**config.mk**
```make
export PLATFORM = sky130hd
export DESIGN_NAME = order_dispatcher
export DESIGN_NICKNAME = d
export VERILOG_FILES = /design/src/rtl/order_dispatcher_pkg.sv /design/src/rtl/order_dispatcher.sv
export SDC_FILE = /design/constraint.sdc
export NUM_CORES = 1
export LEC_CHECK = 0
export BUFFER_PORTS_ARGS = -buffer_cell sky130_fd_sc_hd__buf_2
export CORE_MARGIN = 8
export CORE_UTILIZATION = 57
export DETAILED_ROUTE_END_ITERATION = 10
export GPL_TIMING_DRIVEN = 0
export PLACE_DENSITY = 0.79
export SLEW_MARGIN = 25
export SYNTH_ARGS = -nofsm -noshare
export SYNTH_HDL_FRONTEND = slang
export SYNTH_SLANG_ARGS = --single-unit
```
**constraint.sdc**
```tcl
create_clock -name clk -period 2.6 [get_ports clk]
set_input_delay 0.13 -clock clk [delete_from_list [all_inputs] [get_ports clk]]
set_output_delay 0.13 -clock clk [all_outputs]
set_load 0.005 [all_outputs]
```
**src/rtl/order_dispatcher_pkg.sv**
```systemverilog
// Shared definitions for the order dispatcher: FSM states, packet byte codes
// and the packet checksum helper.
package order_dispatcher_pkg;

    localparam int unsigned BYTE_W = 8;

    typedef enum logic [2:0] {
        IDLE,
        HDR,
        SIDE,
        PRICE,
        CSUM,
        COOL
    } state_e;

    localparam logic [BYTE_W-1:0] HDR_BYTE  = 8'hA5;
    localparam logic [BYTE_W-1:0] SIDE_BUY  = 8'h01;
    localparam logic [BYTE_W-1:0] SIDE_SELL = 8'h02;

    function automatic logic [BYTE_W-1:0] pkt_csum(input logic [BYTE_W-1:0] side,
                                                   input logic [BYTE_W-1:0] price);
        return HDR_BYTE ^ side ^ price;
    endfunction

endpackage

```
**src/rtl/order_dispatcher.sv**
```systemverilog
// Turns buy/sell decision edges into 4-byte order packets on a valid/ready
// byte stream, tracking net position and counting rejected decisions.
module order_dispatcher
    import order_dispatcher_pkg::*;
#(
    parameter int unsigned MAX_POS  = 4,
    parameter int unsigned COOLDOWN = 8
) (
    input  logic              clk,
    input  logic              rst,
    input  logic              buy_signal,
    input  logic              sell_signal,
    input  logic [BYTE_W-1:0] current_data,
    input  logic              tx_ready,
    output logic [BYTE_W-1:0] tx_data,
    output logic              tx_valid,
    output logic              busy,
    output logic [BYTE_W-1:0] position,
    output logic [BYTE_W-1:0] drop_count
);

    localparam logic [BYTE_W-1:0] POS_MAX   = BYTE_W'(MAX_POS);
    localparam logic [BYTE_W-1:0] POS_MIN   = ~POS_MAX + 8'd1;
    localparam logic [BYTE_W-1:0] COOL_LAST = BYTE_W'((COOLDOWN == 0) ? 0 : COOLDOWN - 1);
    localparam logic [BYTE_W-1:0] DROP_SAT  = 8'hFF;

    state_e            state_q, state_d;
    logic              buy_prev_q, sell_prev_q;
    logic [BYTE_W-1:0] side_q, side_d;
    logic [BYTE_W-1:0] price_q, price_d;
    logic [BYTE_W-1:0] cool_cnt_q, cool_cnt_d;
    logic [BYTE_W-1:0] pos_q, pos_d;
    logic [BYTE_W-1:0] drop_q, drop_d;
    logic [BYTE_W-1:0] tx_data_q, tx_data_d;
    logic              tx_valid_q, tx_valid_d;
    logic              busy_q, busy_d;

    logic buy_edge, sell_edge, drop_inc;

    assign buy_edge  = buy_signal & ~buy_prev_q;
    assign sell_edge = sell_signal & ~sell_prev_q;

    // State and registered outputs
    always_ff @(posedge clk or posedge rst) begin
        if (rst) begin
            state_q     <= IDLE;
            buy_prev_q  <= 1'b0;
            sell_prev_q <= 1'b0;
            side_q      <= '0;
            price_q     <= '0;
            cool_cnt_q  <= '0;
            pos_q       <= '0;
            drop_q      <= '0;
            tx_data_q   <= '0;
            tx_valid_q  <= 1'b0;
            busy_q      <= 1'b0;
        end else begin
            state_q     <= state_d;
            buy_prev_q  <= buy_signal;
            sell_prev_q <= sell_signal;
            side_q      <= side_d;
            price_q     <= price_d;
            cool_cnt_q  <= cool_cnt_d;
            pos_q       <= pos_d;
            drop_q      <= drop_d;
            tx_data_q   <= tx_data_d;
            tx_valid_q  <= tx_valid_d;
            busy_q      <= busy_d;
        end
    end

    // Next state, packet sequencing, position and drop accounting
    always_comb begin
        state_d    = state_q;
        side_d     = side_q;
        price_d    = price_q;
        cool_cnt_d = cool_cnt_q;
        pos_d      = pos_q;
        drop_d     = drop_q;
        drop_inc   = 1'b0;
        tx_valid_d = 1'b0;
        tx_data_d  = '0;

        case (state_q)
            IDLE: begin
                if (buy_edge && sell_edge) begin
                    drop_inc = 1'b1;
                end else if (buy_edge) begin
                    if (pos_q == POS_MAX) begin
                        drop_inc = 1'b1;
                    end else begin
                        side_d  = SIDE_BUY;
                        price_d = current_data;
                        state_d = HDR;
                    end
                end else if (sell_edge) begin
                    if (pos_q == POS_MIN) begin
                        drop_inc = 1'b1;
                    end else begin
                        side_d  = SIDE_SELL;
                        price_d = current_data;
                        state_d = HDR;
                    end
                end
            end
            HDR:   if (tx_ready) state_d = SIDE;
            SIDE:  if (tx_ready) state_d = PRICE;
            PRICE: if (tx_ready) state_d = CSUM;
            CSUM: begin
                if (tx_ready) begin
                    pos_d      = (side_q == SIDE_BUY) ? pos_q + 8'd1 : pos_q - 8'd1;
                    cool_cnt_d = '0;
                    state_d    = (COOLDOWN == 0) ? IDLE : COOL;
                end
            end
            COOL: begin
                if (cool_cnt_q == COOL_LAST) begin
                    state_d = IDLE;
                end else begin
                    cool_cnt_d = cool_cnt_q + 8'd1;
                end
            end
            default: state_d = IDLE;
        endcase

        if (state_q != IDLE && (buy_edge || sell_edge)) begin
            drop_inc = 1'b1;
        end
        if (drop_inc && drop_q != DROP_SAT) begin
            drop_d = drop_q + 8'd1;
        end

        // Outputs are decoded from the next state so they register in step with it
        case (state_d)
            HDR:   begin tx_valid_d = 1'b1; tx_data_d = HDR_BYTE;                  end
            SIDE:  begin tx_valid_d = 1'b1; tx_data_d = side_d;                    end
            PRICE: begin tx_valid_d = 1'b1; tx_data_d = price_d;                   end
            CSUM:  begin tx_valid_d = 1'b1; tx_data_d = pkt_csum(side_d, price_d); end
            default: begin tx_valid_d = 1'b0; tx_data_d = '0;                      end
        endcase
    end

    assign busy_d = (state_d != IDLE);

    assign tx_data    = tx_data_q;
    assign tx_valid   = tx_valid_q;
    assign busy       = busy_q;
    assign position   = pos_q;
    assign drop_count = drop_q;

endmodule

```
==> results_dict.tcl <==
set metrics [dict create \
    critical_path_required_ns 2.79 \
    cpMostUsedCell "sky130_fd_sc_hd__a21oi_1" \
    met2_wire_length_um 2820 \
    combined_area_of_the_multi_input_logic_cells_um2 1490 \
    leak_nw 1.59 \
    worst_skew_pair.late_latency_ns 0.30 \
    async_flop_share_pct 100 \
    detail_route.drc_violations 0 \
    max-slew-margin-rel_pct 56.9 \
    fin_worst_skew_ns 0.00319 \
    wire_length_of_the_first_global_routing_pass_um 10700 \
    swShare_pct 40.1 \
    crit_chain "nor4b_2, nand2_2, fa_1, a21o_1, a21oi_1, o21bai_1, a21oi_1, xor2_1, o21ai_0" \
    filler_cell_count 413 \
    hpwl_um 4470 \
    die-width_um 87.7 \
    postSynthAreaPerCell_um2 10.0 \
    simple_gate_share_of_the_synthesized_area_pct 19.0 \
    postPlaceCellArea_um2 3210 \
    period_share_pct 95.5 \
    status "complete, no violations" \
    cpLargestDelayFamily "compound AO/OA/AOI/OAI gates" \
    detail_route.wirelength_um 6070 \
    slowest_stage_delay_cp_ns 0.48 \
    crit-reg2reg-launch "side_q[5]$_DFF_PP0_" \
    cellPowerDensity_nw_per_um2 1040 \
    postSynthRegisterBits 55 \
    drv_cap 0 \
    antenna_cells 0 \
    peakVddDrop_mv 0.667 \
    worstHoldStart "current_data[5]" \
    classification_of_the_worst_setup_path "reg -> reg" \
    crit_arrival_ns 2.67 \
    route.top_layer_used "met4" \
    cp_startpoint_kind "register" \
    finalWorstPathRequiredPeriod_ns 2.48 \
    detail_route.vias_per_cell 5.65 \
    wl_met1_um 2850 \
    globalRouteTotalUtil_pct 17.5 \
    wl_met3_um 328 \
    initial_utilization_pct 58.1 \
    critPathSlowestCell "sky130_fd_sc_hd__dfrtp_2" \
    wl_per_cell_um 14.7 \
    ys_warn_count 0 \
    number_of_flops_mapped_to_enable_cells_by_yosys 0 \
    timing.final.setup_violations 0 \
    synth.net_count 314 \
    row_count 26 \
    yosys_most_used_dff "sky130_fd_sc_hd__dfrtp_1" \
    end_kind "register" \
    internal-power_mw 2.09 \
    syn_area_um2 2930 \
    origin_of_the_worst_setup_path "side_q[5]$_DFF_PP0_" \
    tritoncts "done" \
    timing.fmax_mhz 403 \
    clkSinkCount 55 \
    synth-xor-area-share_pct 8.07 \
    drt_first_iter_violations 130 \
    worst_hold_path_type "in -> reg" \
    crit_path_buffers_inverters 0 \
    num_io_pins 39 \
    drt_pass1_iterations 4 \
    route.antenna.remaining_nets 0 \
    register_area_um2 1380 \
    synth_adder_area_share_pct 4.10 \
    antenna_found_initial 0 \
    max-clock-path-buffers 2 \
    worst-r2r-setup-slack_ns 0.12 \
    tns_ns 0 \
    ys_types 52 \
    clock-root-buffer "sky130_fd_sc_hd__clkbuf_8" \
    synth.yosys.seq_area_share_pct 47.0 \
    area_delta_synth_final_pct 14.9 \
    power.share.sequential_pct 40.9 \
    combPwrFrac_pct 46.1 \
    grt_pass1_vias 2284 \
    vias 2326 \
    dieArea_um2 7690 \
    grt.overflow.total 0 \
    place.port_buffers 37 \
    design_power_total_mw 3.49 \
    power.share.clock_pct 13.0 \
    main_combinational_cell_family_by_area_after_synthesis "simple AND/OR/NAND/NOR gates" \
    post_synth_mux_area_share_pct 2.69 \
    syn_inst 292 \
    synth_compound_area_share_pct 16.1 \
    final_layout_size_suffix_gt1_share_pct 20.2 \
    timing_worst_slew_pin_value_ns 0.646 \
    core_region_area_um2 5040 \
    num-nets-final 363 \
    largest_net_degree_at_the_start_of_global_routing 56 \
    crit_path_max_fanout 7 \
    power.switching_mw 1.40 \
    weighted_congestion_at_the_end_of_routability_driven_global_placement 0.885 \
    final-max-slew-violation-count 0 \
    hold_violations 0 \
    die_height_um 87.7 \
    cts_made_buffers 5 \
    final_cell_area_um2 3370 \
    htree_levels 2 \
    clk_transition_reported_paths_ns 0.09 \
]
power by group through the flow:
stage               clock network (mW)  logic [mW]  registers, mW
floorplan                            0        1.14           1.40
global placement                     0        1.53           1.42
detailed placement                   0        1.58           1.44
CTS                              0.467        1.62           1.43
global route                     0.499        1.81           1.48
finish                           0.454        1.61           1.43
metrics by stage:
stage / hold slack (ns) / setup WS (ns) / instances / utilization, %
after floorplan: 0.161 / 0.304 / 292 / -
after detailed placement: 0.250 / -0.0841 / 399 / 63.6
final: 0.0262 / 0.116 / 412 / 66.7
after global placement: 0.251 / -0.158 / 399 / 63.5
after CTS: 0.0168 / 0.00195 / 412 / 66.4
after global routing: 0.0353 / -0.00233 / 412 / 66.7
worst paths after layout:
kind	depth (start not counted)	to
max	9	position[6]$_DFFE_PP0P_
min	3	price_q[5]$_DFF_PP0_
max reg2reg	9	position[6]$_DFFE_PP0P_
min reg2reg	1	drop_count[4]$_DFFE_PP0P_
max in group asynchronous	3	side_q[2]$_DFF_PP0_
min in group asynchronous	3	cool_cnt_q[6]$_DFFE_PP0P_
cells in the final DEF, fill, tap and decap left out, types with 6 or more instances in the layout:
| cell | Yosys | layout |
|---|---|---|
| sky130_fd_sc_hd__buf_2 | 1 | 38 |
| sky130_fd_sc_hd__nand2_1 | 22 | 21 |
| sky130_fd_sc_hd__nor2_1 | 19 | 19 |
| sky130_fd_sc_hd__xor2_1 | 14 | 14 |
| sky130_fd_sc_hd__ha_1 | 8 | 8 |
| sky130_fd_sc_hd__mux2_2 | 7 | 7 |
| sky130_fd_sc_hd__clkbuf_1 | 5 | 7 |
| sky130_fd_sc_hd__dfrtp_1 | 55 | 53 |
| sky130_fd_sc_hd__nor3_1 | 7 | 7 |
| sky130_fd_sc_hd__a21oi_1 | 15 | 15 |
| sky130_fd_sc_hd__nand2b_1 | 6 | 6 |
| sky130_fd_sc_hd__o21ai_0 | 19 | 19 |
| sky130_fd_sc_hd__nand4_1 | 8 | 8 |
| sky130_fd_sc_hd__xnor2_1 | 13 | 13 |
| sky130_fd_sc_hd__nand3_1 | 6 | 6 |
| sky130_fd_sc_hd__nor2b_1 | 16 | 16 |
| sky130_fd_sc_hd__inv_1 | 12 | 11 |
cell families (layout without fill, tap and decap cells):
group,after synthesis,count (layout)
adder cells (fa/ha/maj),9,9
flip-flops,55,55
buffers and inverters,22,72
AO/OA/AOI/OAI,69,69
multiplexers,7,7
XOR/XNOR,27,27
AND/OR/NAND/NOR,103,103
sequential cells by signal (all words and copies together) (netlist names):
| register | cells |
|---|---|
| cool_cnt_q | 8 |
| drop_count | 8 |
| position | 8 |
| price_q | 8 |
| side_q | 8 |
| tx_data | 8 |
| state_q | 3 |
| busy | 1 |
| buy_prev_q | 1 |
| sell_prev_q | 1 |
| tx_valid | 1 |
Yosys cell counts, drive strengths merged (4+ instances only):
library cell,n,share of area (%)
dfrtp,55,47
nand2,22,2.8
nor2,19,2.4
o21ai,19,3.2
a21oi,16,2.9
nor2b,16,3.4
xor2,14,4.2
xnor2,13,3.9
inv,12,1.5
ha,8,3.4
nand4,8,1.7
mux2,7,2.7
nor3,7,1.2
nand2b,6,1.3
nand3,6,1.0
buf,5,0.94
clkbuf,5,0.64
o211ai,5,1.3
and3,4,0.85
what timing repair did:
action                                  4_1_cts  5_1_grt
endpoints found under the hold margin        57        0
gates resized for setup                       2        5
pin swaps                                     0        1
hold buffers                                  3        0
endpoints found under the setup margin        2        2
setup buffers                                 2        0
area by class of cell:
| class | instances | area share [%] |
|---|---|---|
| Tap cell | 70 | 2.60 |
| Multi-Input combinational cell | 215 | 44.4 |
| Timing Repair Buffer | 42 | 6.84 |
| Buffer | 10 | 1.38 |
| Sequential cell | 55 | 41.0 |
| Clock buffer | 7 | 2.27 |
| Clock inverter | 1 | 0.149 |
| Inverter | 12 | 1.41 |
worst register-to-register path: cells and delay by family, from the launching register on:
kind | cells | cell delay [ns]
fa+ha+maj | 1 | 0.44
xor+xnor | 1 | 0.16
compound gates | 5 | 0.78
simple gates | 2 | 0.52
flops | 1 | 0.48
metal layers:
layer / up-vias / global-route usage, %
met5: - / 0
met4: 0 / 5.16
met3: 7 / 3.94
met2: 55 / 27.3
met1: 1130 / 23.7
li1: 1134 / -
Power figures use the tool's default switching activity.
